## src/rtl/aes_pkg.sv

```systemverilog
// Shared constants and state encoding for the AES-CTR counter register.
package aes_pkg;

   // Index width that never collapses to zero bits.
   function automatic int unsigned vbits(input int unsigned value);
      return (value <= 1) ? 1 : $clog2(value);
   endfunction

   parameter int unsigned NumSlicesCtr     = 8;
   parameter int unsigned SliceSizeCtr     = 16;
   parameter int unsigned SliceIdxWidth    = vbits(NumSlicesCtr);
   parameter int unsigned CtrTimeoutCycles = 24;

   // Pairwise Hamming distance >= 3, so a single flipped bit never lands on another valid state.
   typedef enum logic [4:0] {
      CtrIdle  = 5'b01110,
      CtrReq   = 5'b11000,
      CtrWait  = 5'b00101,
      CtrError = 5'b10011
   } aes_ctr_reg_e;

endpackage

```

## src/rtl/aes_ctr_reg_if.sv

```systemverilog
// Link between the counter register and the slice-serial increment FSM.
// Signal suffixes are from the counter register's point of view.
interface aes_ctr_reg_if
   import aes_pkg::*;
#(
   parameter int unsigned SliceW = SliceSizeCtr,
   parameter int unsigned IdxW   = SliceIdxWidth
) ();

   logic              fsm_incr_o;
   logic              fsm_ready_i;
   logic [IdxW-1:0]   fsm_slice_idx_i;
   logic [SliceW-1:0] fsm_slice_o;
   logic [SliceW-1:0] fsm_slice_i;
   logic              fsm_we_i;
   logic              fsm_alert_i;

   // Counter register side: issues the increment strobe and serves slices.
   modport master (
      output fsm_incr_o,
      output fsm_slice_o,
      input  fsm_ready_i,
      input  fsm_slice_idx_i,
      input  fsm_slice_i,
      input  fsm_we_i,
      input  fsm_alert_i
   );

   // Increment FSM side.
   modport slave (
      input  fsm_incr_o,
      input  fsm_slice_o,
      output fsm_ready_i,
      output fsm_slice_idx_i,
      output fsm_slice_i,
      output fsm_we_i,
      output fsm_alert_i
   );

endinterface

```

## src/rtl/aes_ctr_reg_wdog.sv

```systemverilog
// Saturating watchdog for the WAIT phase of the counter increment.
module aes_ctr_reg_wdog #(
   parameter int unsigned TimeoutCycles = 24
) (
   input  logic clk_i,
   input  logic rst_ni,
   input  logic clr_i,
   input  logic en_i,
   output logic expired_o
);

   localparam int unsigned     CntW    = $clog2(TimeoutCycles + 1);
   localparam logic [CntW-1:0] CntMax  = CntW'(TimeoutCycles);
   localparam logic [CntW-1:0] CntLast = CntW'(TimeoutCycles - 1);

   logic [CntW-1:0] cnt_q;

   // Count enabled cycles, holding at the limit.
   always_ff @(posedge clk_i or negedge rst_ni) begin
      if (!rst_ni) begin
         cnt_q <= '0;
      end else if (clr_i) begin
         cnt_q <= '0;
      end else if (en_i && (cnt_q != CntMax)) begin
         cnt_q <= cnt_q + 1'b1;
      end
   end

   // High during the enabled cycle that brings the count up to TimeoutCycles.
   assign expired_o = en_i && (cnt_q >= CntLast);

endmodule

```

## src/rtl/aes_ctr_reg.sv

```systemverilog
// 128-bit AES-CTR counter register with increment handshake, slice port to the
// increment FSM, protocol checker, watchdog and sticky alert.
module aes_ctr_reg
   import aes_pkg::*;
#(
   parameter int unsigned  NumSlices     = NumSlicesCtr,
   parameter int unsigned  SliceW        = SliceSizeCtr,
   parameter int unsigned  TimeoutCycles = CtrTimeoutCycles,
   localparam int unsigned CtrW          = NumSlices * SliceW,
   localparam int unsigned IdxW          = vbits(NumSlices)
) (
   input  logic                 clk_i,
   input  logic                 rst_ni,
   input  logic                 iv_load_i,
   input  logic [CtrW-1:0]      iv_i,
   input  logic                 incr_req_i,
   output logic                 incr_ack_o,
   output logic [CtrW-1:0]      ctr_o,
   output logic [NumSlices-1:0] ctr_we_o,
   output logic                 alert_o,
   aes_ctr_reg_if.master        fsm_bus
);

   logic [NumSlices-1:0][SliceW-1:0] ctr_q;
   aes_ctr_reg_e                     state_q;
   logic                             fsm_incr_q;
   logic                             alert_q;

   logic [IdxW-1:0] slice_idx;
   logic [31:0]     idx_ext;
   logic            idx_oob;
   logic            state_bad;
   logic            wdog_expired;
   logic            fault;
   logic            load_en;
   logic            wr_en;

   assign slice_idx = fsm_bus.fsm_slice_idx_i;
   assign idx_ext   = 32'(slice_idx);
   assign idx_oob   = idx_ext >= NumSlices;
   assign state_bad = !(state_q inside {CtrIdle, CtrReq, CtrWait, CtrError});

   aes_ctr_reg_wdog #(
      .TimeoutCycles (TimeoutCycles)
   ) u_wdog (
      .clk_i     (clk_i),
      .rst_ni    (rst_ni),
      .clr_i     (state_q != CtrWait),
      .en_i      (state_q == CtrWait),
      .expired_o (wdog_expired)
   );

   // Protocol checker: any violation this cycle sends the FSM to ERROR.
   always_comb begin
      fault = fsm_bus.fsm_alert_i
            | state_bad
            | (fsm_bus.fsm_we_i && ((state_q != CtrWait) || idx_oob))
            | (iv_load_i && (state_q != CtrIdle))
            | ((state_q == CtrWait) && !fsm_bus.fsm_ready_i && wdog_expired);
   end

   assign load_en = (state_q == CtrIdle) && iv_load_i && !fault;
   assign wr_en   = (state_q == CtrWait) && fsm_bus.fsm_we_i && !fault;

   // Per-slice write strobe mirrors the write performed at the coming edge.
   always_comb begin
      ctr_we_o = '0;
      if (wr_en) begin
         ctr_we_o[slice_idx] = 1'b1;
      end
   end

   // Counter storage: IV load in IDLE, single-slice writes in WAIT.
   always_ff @(posedge clk_i or negedge rst_ni) begin
      if (!rst_ni) begin
         ctr_q <= '0;
      end else if (load_en) begin
         ctr_q <= iv_i;
      end else if (wr_en) begin
         ctr_q[slice_idx] <= fsm_bus.fsm_slice_i;
      end
   end

   // Handshake FSM with registered increment strobe and sticky alert.
   always_ff @(posedge clk_i or negedge rst_ni) begin
      if (!rst_ni) begin
         state_q    <= CtrIdle;
         fsm_incr_q <= 1'b0;
         alert_q    <= 1'b0;
      end else if (fault) begin
         state_q    <= CtrError;
         fsm_incr_q <= 1'b0;
         alert_q    <= 1'b1;
      end else begin
         case (state_q)
            CtrIdle: begin
               // A same-cycle IV load wins; the held request is taken next cycle.
               if (!iv_load_i && incr_req_i && fsm_bus.fsm_ready_i) begin
                  state_q    <= CtrReq;
                  fsm_incr_q <= 1'b1;
               end
            end
            CtrReq: begin
               if (fsm_bus.fsm_ready_i) begin
                  state_q    <= CtrWait;
                  fsm_incr_q <= 1'b0;
               end
            end
            CtrWait: begin
               if (fsm_bus.fsm_ready_i) begin
                  state_q <= CtrIdle;
               end
            end
            CtrError: begin
               fsm_incr_q <= 1'b0;
               alert_q    <= 1'b1;
            end
            default: begin
               state_q    <= CtrError;
               fsm_incr_q <= 1'b0;
               alert_q    <= 1'b1;
            end
         endcase
      end
   end

   assign incr_ack_o          = (state_q == CtrWait) && fsm_bus.fsm_ready_i && !fault;
   assign ctr_o               = ctr_q;
   assign alert_o             = alert_q;
   assign fsm_bus.fsm_incr_o  = fsm_incr_q;
   assign fsm_bus.fsm_slice_o = idx_oob ? '0 : ctr_q[slice_idx];

endmodule

```

## src/flat_wrapper.sv

```systemverilog
// flat-port wrapper written by rule: the top's interface ports become plain ports
module aes_ctr_reg_flat import aes_pkg::*;
#(
   parameter int unsigned  NumSlices     = NumSlicesCtr,
   parameter int unsigned  SliceW        = SliceSizeCtr,
   parameter int unsigned  TimeoutCycles = CtrTimeoutCycles,
   localparam int unsigned CtrW          = NumSlices * SliceW,
   localparam int unsigned IdxW          = vbits(NumSlices)
)
  (clk_i, rst_ni, iv_load_i, iv_i, incr_req_i, incr_ack_o, ctr_o, ctr_we_o, alert_o, fsm_bus_fsm_incr_o, fsm_bus_fsm_slice_o, fsm_bus_fsm_ready_i, fsm_bus_fsm_slice_idx_i, fsm_bus_fsm_slice_i, fsm_bus_fsm_we_i, fsm_bus_fsm_alert_i);
  aes_ctr_reg_if #(.SliceW(SliceW)) fsm_bus_i ();
  input  logic clk_i;
  input  logic rst_ni;
  input  logic iv_load_i;
  input  logic [CtrW-1:0] iv_i;
  input  logic incr_req_i;
  output logic incr_ack_o;
  output logic [CtrW-1:0] ctr_o;
  output logic [NumSlices-1:0] ctr_we_o;
  output logic alert_o;
  output wire logic [$bits(fsm_bus_i.fsm_incr_o)-1:0] fsm_bus_fsm_incr_o;
  output wire logic [$bits(fsm_bus_i.fsm_slice_o)-1:0] fsm_bus_fsm_slice_o;
  input wire logic [$bits(fsm_bus_i.fsm_ready_i)-1:0] fsm_bus_fsm_ready_i;
  input wire logic [$bits(fsm_bus_i.fsm_slice_idx_i)-1:0] fsm_bus_fsm_slice_idx_i;
  input wire logic [$bits(fsm_bus_i.fsm_slice_i)-1:0] fsm_bus_fsm_slice_i;
  input wire logic [$bits(fsm_bus_i.fsm_we_i)-1:0] fsm_bus_fsm_we_i;
  input wire logic [$bits(fsm_bus_i.fsm_alert_i)-1:0] fsm_bus_fsm_alert_i;
  assign fsm_bus_fsm_incr_o = fsm_bus_i.fsm_incr_o;
  assign fsm_bus_fsm_slice_o = fsm_bus_i.fsm_slice_o;
  assign fsm_bus_i.fsm_ready_i = fsm_bus_fsm_ready_i;
  assign fsm_bus_i.fsm_slice_idx_i = fsm_bus_fsm_slice_idx_i;
  assign fsm_bus_i.fsm_slice_i = fsm_bus_fsm_slice_i;
  assign fsm_bus_i.fsm_we_i = fsm_bus_fsm_we_i;
  assign fsm_bus_i.fsm_alert_i = fsm_bus_fsm_alert_i;
  aes_ctr_reg #(.NumSlices(NumSlices), .SliceW(SliceW), .TimeoutCycles(TimeoutCycles)) u_core (.clk_i(clk_i), .rst_ni(rst_ni), .iv_load_i(iv_load_i), .iv_i(iv_i), .incr_req_i(incr_req_i), .incr_ack_o(incr_ack_o), .ctr_o(ctr_o), .ctr_we_o(ctr_we_o), .alert_o(alert_o), .fsm_bus(fsm_bus_i));
endmodule
```

## config.mk

```make
export PLATFORM = sky130hd
export DESIGN_NAME = aes_ctr_reg_flat
export DESIGN_NICKNAME = d
export VERILOG_FILES = /design/src/rtl/aes_pkg.sv /design/src/rtl/aes_ctr_reg_if.sv /design/src/rtl/aes_ctr_reg_wdog.sv /design/src/rtl/aes_ctr_reg.sv /design/src/flat_wrapper.sv
export SDC_FILE = /design/constraint.sdc
export NUM_CORES = 1
export LEC_CHECK = 0
export BUFFER_PORTS_ARGS = -buffer_cell sky130_fd_sc_hd__buf_2
export CAP_MARGIN = 20
export CORE_UTILIZATION = 44
export DETAILED_ROUTE_END_ITERATION = 8
export PLACE_DENSITY = 0.85
export SKIP_LAST_GASP = 1
export SLEW_MARGIN = 20
export SYNTH_ARGS = -nofsm -noshare
export SYNTH_HDL_FRONTEND = slang
export SYNTH_SLANG_ARGS = --single-unit
```

## constraint.sdc

```tcl
create_clock -name clk_i -period 2.54 [get_ports clk_i]
set_input_delay 0.127 -clock clk_i [delete_from_list [all_inputs] [get_ports clk_i]]
set_output_delay 0.127 -clock clk_i [all_outputs]
set_load 0.1 [all_outputs]
```

Word level (Yosys, flattened, before mapping)
Index checks and enable logic that the tools add are counted.
Widths: inputs -> output; s select.
{"block": "word_totals", "romBits": 0, "latch_bits": 0, "ram_bits": 0, "register_bits": 140, "elab_cells": 84, "out_inout_bits": 155, "memories": 0, "in_bits": 154}
{"block": "classes", "n_lt_le_gt_ge": 4, "muxes": 24, "add_sub_neg": 1, "n_div": 0, "shifts": 0, "mul": 0, "eq_ne": 13, "n_reduce_logical": 26, "n_bitwise": 4}
{"cell": "$mux 128", "n": 2}
{"cell": "$bwmux 128", "n": 1}
{"cell": "$bmux 16 s3", "n": 1}
{"cell": "$demux 16 s3", "n": 1}
{"cell": "$mux 16", "n": 3}
{"cell": "$mux 5", "n": 6}
{"cell": "$pmux 5 s4", "n": 1}
{"cell": "$logic_and 1x1->1", "n": 15}
{"cell": "$eq 5x5->1 const B", "n": 2}
{"cell": "$ne 3x2->1 const B", "n": 3}
{"cell": "$mux 8", "n": 1}
{"cell": "$mux 1", "n": 6}
{"cell": "$ne 2x1->1 const B", "n": 3}
{"cell": "$add 5x1->5 const B", "n": 1}
{"cell": "$eq 5x3->1 const B", "n": 1}
{"cell": "$eq 5x4->1 const B", "n": 1}
{"cell": "$ge 5x5->1 const B", "n": 1}
{"cell": "$ne 5x3->1 const B", "n": 1}
{"cell": "$ne 5x4->1 const B", "n": 1}
{"cell": "$ne 5x5->1 const B", "n": 1}
{"cell": "$ge 3x4->1 const B", "n": 1}
{"cell": "$logic_not 1->1", "n": 4}
{"cell": "$lt 3x4->1 const B", "n": 1}
{"cell": "$or 1x1->1", "n": 4}
{"cell": "9 further kinds", "n": 10}

Longest topological paths before layout
{"block": "depth", "depth_word": 11, "mapped_depth": 9, "ltp_nobuf": 6}

By module
From an unflattened synthesis, not the netlist that was laid out.
{"block": "unflattened", "cells_unflattened": 813, "area_unflattened_um2": 7926.4}
{"module": "aes_ctr_reg", "seq_area_each_um2": 3382.0, "area_each_um2": 7632.3, "cells_per_inst": 782, "instances": 1}
{"module": "aes_ctr_reg_wdog", "seq_area_each_um2": 125.1, "area_each_um2": 294.0, "cells_per_inst": 31, "instances": 1}

Least setup slack after synthesis
No wires, ideal clock.
{"block": "synth_timing", "path_kind": "register -> output", "startpoint": "reg u_core.state_q[3]", "endpoint": "out incr_ack_o", "path_stages_with_launch": 6, "path_buffers": 1, "required_ns": 2.413, "t_arrival_ns": 3.486, "path_slack_ns": -1.073, "path_cell_list": "dfstp_2 -> or3b_2 -> a21oi_1 -> o2111ai_1 -> buf_2 -> nor3_1"}
{"block": "synth_via", "elab_chain_cells": 9, "elab_cells_between_ends": 21, "classes_between": "eq/ne (6); bitwise (4); reduce/logical (11)"}
{"element": "start, declared", "line_no": "aes_ctr_reg.sv:25", "text": "aes_ctr_reg_e state_q;"}
{"element": "start signal, assigned", "line_no": "aes_ctr_reg.sv:87", "text": "state_q <= CtrIdle;"}
{"element": "start signal, assigned", "line_no": "aes_ctr_reg.sv:91", "text": "state_q <= CtrError;"}
{"element": "start signal, assigned", "line_no": "aes_ctr_reg.sv:99", "text": "state_q <= CtrReq;"}
{"element": "$eq 5x4->1, or another cell as far along", "line_no": "aes_ctr_reg.sv:41", "text": "assign state_bad = !(state_q inside {CtrIdle, CtrReq, CtrWait, CtrError});"}
{"element": "$reduce_bool 4->1", "line_no": "aes_ctr_reg.sv:41"}
{"element": "$logic_not 1->1", "line_no": "aes_ctr_reg.sv:41"}
{"element": "$or 1x1->1", "line_no": "aes_ctr_reg.sv:56", "text": "| state_bad"}
{"element": "$or 1x1->1", "line_no": "aes_ctr_reg.sv:57", "text": "| (fsm_bus.fsm_we_i && ((state_q != CtrWait) || idx_oob))"}
{"element": "$or 1x1->1", "line_no": "aes_ctr_reg.sv:58", "text": "| (iv_load_i && (state_q != CtrIdle))"}
{"element": "$or 1x1->1", "line_no": "aes_ctr_reg.sv:59", "text": "| ((state_q == CtrWait) && !fsm_bus.fsm_ready_i && wdog_expired);"}
{"element": "$logic_not 1->1", "line_no": "aes_ctr_reg.sv:127", "text": "assign incr_ack_o = (state_q == CtrWait) && fsm_bus.fsm_ready_i && !fault;"}
{"element": "$logic_and 1x1->1 *", "line_no": "aes_ctr_reg.sv:127"}
{"element": "end, declared", "line_no": "flat_wrapper.sv:17", "text": "output logic incr_ack_o;"}
Every way passes the cells marked *; elsewhere a longest branch is shown, timed or not.

Worst setup path in the final report
{"block": "layout_timing", "startpoint": "reg u_core.state_q[3]", "endpoint": "out ctr_we_o[7]"}
{"block": "layout_via", "elab_chain_cells": 10, "elab_cells_between_ends": 22, "classes_between": "eq/ne (6); mux (1); bitwise (4); reduce/logical (11)"}
{"element": "$eq 5x4->1, or another cell as far along", "line_no": "aes_ctr_reg.sv:41"}
{"element": "$reduce_bool 4->1", "line_no": "aes_ctr_reg.sv:41"}
{"element": "$logic_not 1->1", "line_no": "aes_ctr_reg.sv:41"}
{"element": "$or 1x1->1", "line_no": "aes_ctr_reg.sv:56"}
{"element": "$or 1x1->1", "line_no": "aes_ctr_reg.sv:57"}
{"element": "$or 1x1->1", "line_no": "aes_ctr_reg.sv:58"}
{"element": "$or 1x1->1", "line_no": "aes_ctr_reg.sv:59"}
{"element": "$logic_not 1->1", "line_no": "aes_ctr_reg.sv:63", "text": "assign wr_en = (state_q == CtrWait) && fsm_bus.fsm_we_i && !fault;"}
{"element": "$logic_and 1x1->1 *", "line_no": "aes_ctr_reg.sv:63"}
{"element": "$mux 8 *", "line_no": "aes_ctr_reg.sv:68", "text": "if (wr_en) begin"}
{"element": "end, declared", "line_no": "flat_wrapper.sv:19", "text": "output logic [NumSlices-1:0] ctr_we_o;"}
Marks and branches as above.

==> run summary <==
Outcome -> finished with violations
Failing checks -> setup timing
Worst-Margin Slew -> 0.7931 ns
Register area share after synthesis -> 0.4819
Post-synth EDFFs -> 0
Total gr overflow -> 0
Util after Layout -> 0.6710
Initial antenna violation count -> 1
Commonest non-fill, non-tap cells in the layout -> 284 x buf_2, 137 x dfrtp_1, 130 x o22ai_1
R2R Path Start -> u_core.state_q[3]
Routed vias -> 8307
WL per Instance -> 26.30 um
Final WL -> 33.24 mm
Seq pwr share -> 0.415
Most common cell after layout, fill and taps aside -> buf_2
Critical path class -> register to output port
Layout area overhead -> 47.52%
Final Hold Viols -> 0
Iteration-0 DRC Markers -> 748
Footprint of the multi-input gates -> 3610 um2
Ys async rst share -> 1.000
Leak -> 0.005349 uW
Crit path from -> u_core.state_q[3]
Fill count -> 1264
Worst Min Path Start -> iv_i[10]
Boundary Pins -> 309
Post-detail-place hpwl -> 23.47 mm
Clock transition at path regs -> 0.06 ns
Die ar. -> 17060 um2
Clock tree root driver cell -> clkbuf_16
Relative slew slack -> 0.4712
Final setup vio count -> 9
Logic gate share of total power -> 0.091
DRC viols -> 0
Num rows -> 46
Cell mode on critical path -> buf_6
First-pass GRT wire length -> 48.20 mm
Number of synthesized register bits -> 140
Via density per instance -> 6.572
Initial core utilization -> 0.4549
CP required -> 2.41 ns
CP Max Fanout -> 5
Switching share of total power -> 0.2432
NumNets Final -> 1188
Clock skew -> 0.005396 ns
Syn Area/Cell -> 10.53 um2
Core ar. -> 16000 um2
Synthesis Warnings -> 0
CTS H-tree depth -> 4
Fin worst setup slack -> -0.2219 ns
CTS tree -> yes
Fin. max-slew vios -> 0
Largest net degree at the start of global routing -> 89
Critical path data arrival time -> 2.63 ns
Pre-Repair DR Iteration Count -> 5
Port buffer count -> 308
Internal -> 4070 uW
Max clock buf depth -> 2
Clk Latency, worst-skew pair -> 0.43 ns
Worst Setup End Kind -> output port
Overall Power -> 5378 uW
Worst vdd ir -> 0.0004526 V
PwrDens -> 500.9 nW/um2
Top FF cell, synth -> dfrtp_1
Synth Net Count -> 847
Setup tns final -> -1.336 ns
Crit-path slowest cell -> dfstp_2
RSZ-0062 raised after global routing -> true
Worst path max stage delay -> 0.53 ns
# clock sinks -> 140
CP Launch Type -> register
Vias in the first global route -> 7966
Die height -> 130.6 um
Max_cap viols -> 0
P_sw -> 1308 uW
Cell Area, Synth -> 7278 um2
CTS Buf Count -> 17
Cells along the critical path -> or3b_4, a21oi_2, o2111ai_2, buf_6, buf_6, or2_4, nor2_4, buf_12
Netlist cell types -> 47
Max frequency -> 0.3621 GHz
GPL Wtd Cong -> 0.9340
Sequential cell area -> 3507 um2
Min Tclk post-route -> 2.762 ns
Cells after Synth -> 691
Global Route Usage Sum -> 0.3944
Share of cells above drive strength 1 -> 0.4670
Die Wd -> 130.6 um
Clk network pwr share -> 0.494
HP Class -> input pin to register
Post-route clock period utilization -> 1.087
Placed insts -> 1204
Post-Place Worst Slack -> -0.2178 ns
Routed Antenna Nets -> 0
Post-route insts no fill -> 1264
==> logic make-up (layout without fill, tap and decap cells) <==
family / count (synthesis) / count (layout) / synth area share
AO/OA/AOI/OAI: 333 / 333 / 0.3424
flip-flops: 140 / 140 / 0.4819
AND/OR/NAND/NOR: 104 / 105 / 0.07495
buffers and inverters: 88 / 441 / 0.04968
multiplexers: 21 / 21 / 0.04401
XOR/XNOR: 3 / 3 / 0.003611
adder cells (fa/ha/maj): 2 / 2 / 0.003438
other: 0 / 3 / 0
==> metrics by stage <==
| step | hold slack (ns) | cell area (um2) |
|---|---|---|
| floorplan | -0.1686 | 7398 |
| global placement | 0.2221 | 9806 |
| detailed placement | 0.2223 | 9806 |
| CTS | 0.0007080 | 10600 |
| global route | 0.009496 | 10730 |
| finish | 0.001479 | 10740 |
==> per-layer routing <==
metal  routed length (um)  GRT usage  up-vias
met1                11880     0.4874     4044
li1                     -          -     3461
met5                    0          0        -
met2                15630     0.6343      646
met4                 2276     0.2468        0
met3                 3448    0.08143      156
==> Yosys cell counts (2+ instances only) <==
cell type  count  area share
nor2b_1        4      0.0034
nor2_1        26       0.013
o21ai_0       13      0.0089
a221oi_1      12       0.014
dfrtp_1      137        0.47
a211oi_1       2      0.0021
a22o_1         2      0.0024
a22oi_1       18       0.019
clkbuf_1      40       0.021
o22ai_1      130        0.11
buf_2         25       0.017
xor2_1         2      0.0024
inv_1          5      0.0026
nand2b_1       5      0.0043
nand3_1       20       0.014
mux4_2         8       0.025
or3b_2         3      0.0036
mux2i_1        5      0.0069
dfstp_2        3       0.011
nor3_1         3      0.0021
and2_1         5      0.0043
and3_1         5      0.0043
a211oi_2       7       0.012
nand3b_1       4      0.0041
nand2_1       20       0.010
buf_1         18      0.0093
mux2_2         8       0.012
or2_2          2      0.0017
ha_1           2      0.0034
a2bb2oi_1    128        0.15
a21oi_1       13      0.0089
==> worst max-delay path, delay by kind of cell, from the launching register on <==
family / cells / cell delay, ns
compound gates: 2 / 0.32
buf+inv: 3 / 0.45
simple gates: 3 / 0.89
flops: 1 / 0.53
==> cell type report <==
class,instances,area share
diodes,3,0.0006992
well taps,216,0.02517
repair buffers,404,0.2521
multi-input cells,464,0.3362
clock inverters,12,0.01585
flip-flops and latches,140,0.3267
clock buffers,20,0.04160
inverters,5,0.001748
==> state kept, by name (all words and copies together) (netlist names) <==
name                       flops
u_core.ctr_o                 128
u_core.state_q                 5
u_core.u_wdog.cnt_q            5
u_core.alert_o                 1
u_core.fsm_bus.fsm_incr_o      1
==> path summary, 6_finish.rpt <==
path	slack, ns	cells after the start	end
min in group asynchronous	0.32	2	u_core.ctr_o[19]
hold / removal	0.001	3	u_core.ctr_o[10]
setup reg to reg	0.04	9	u_core.alert_o
setup / recovery	-0.22	8	ctr_we_o[7]
max in group asynchronous	1.47	3	u_core.ctr_o[124]
hold reg to reg	0.47	1	u_core.alert_o
==> repair_timing <==
action / CTS / global route
resized for setup: 12 / 13
hold buffers: 5 / 0
endpoints found under the setup margin: 63 / 136
pin swaps: 12 / 12
setup buffers: 10 / 11
gates cloned: 1 / 0
hold endpoints to repair: 79 / 0
==> power groups by stage <==
stage	Clock [uW]	Combinational (uW)	Sequential (uW)
final	2660	490	2230
after CTS	2650	478	2230
after global routing	2740	512	2230
after global placement	0	458	2270
after detailed placement	0	459	2270
after floorplan	0	177	2270
Power figures use the tool's default switching activity.
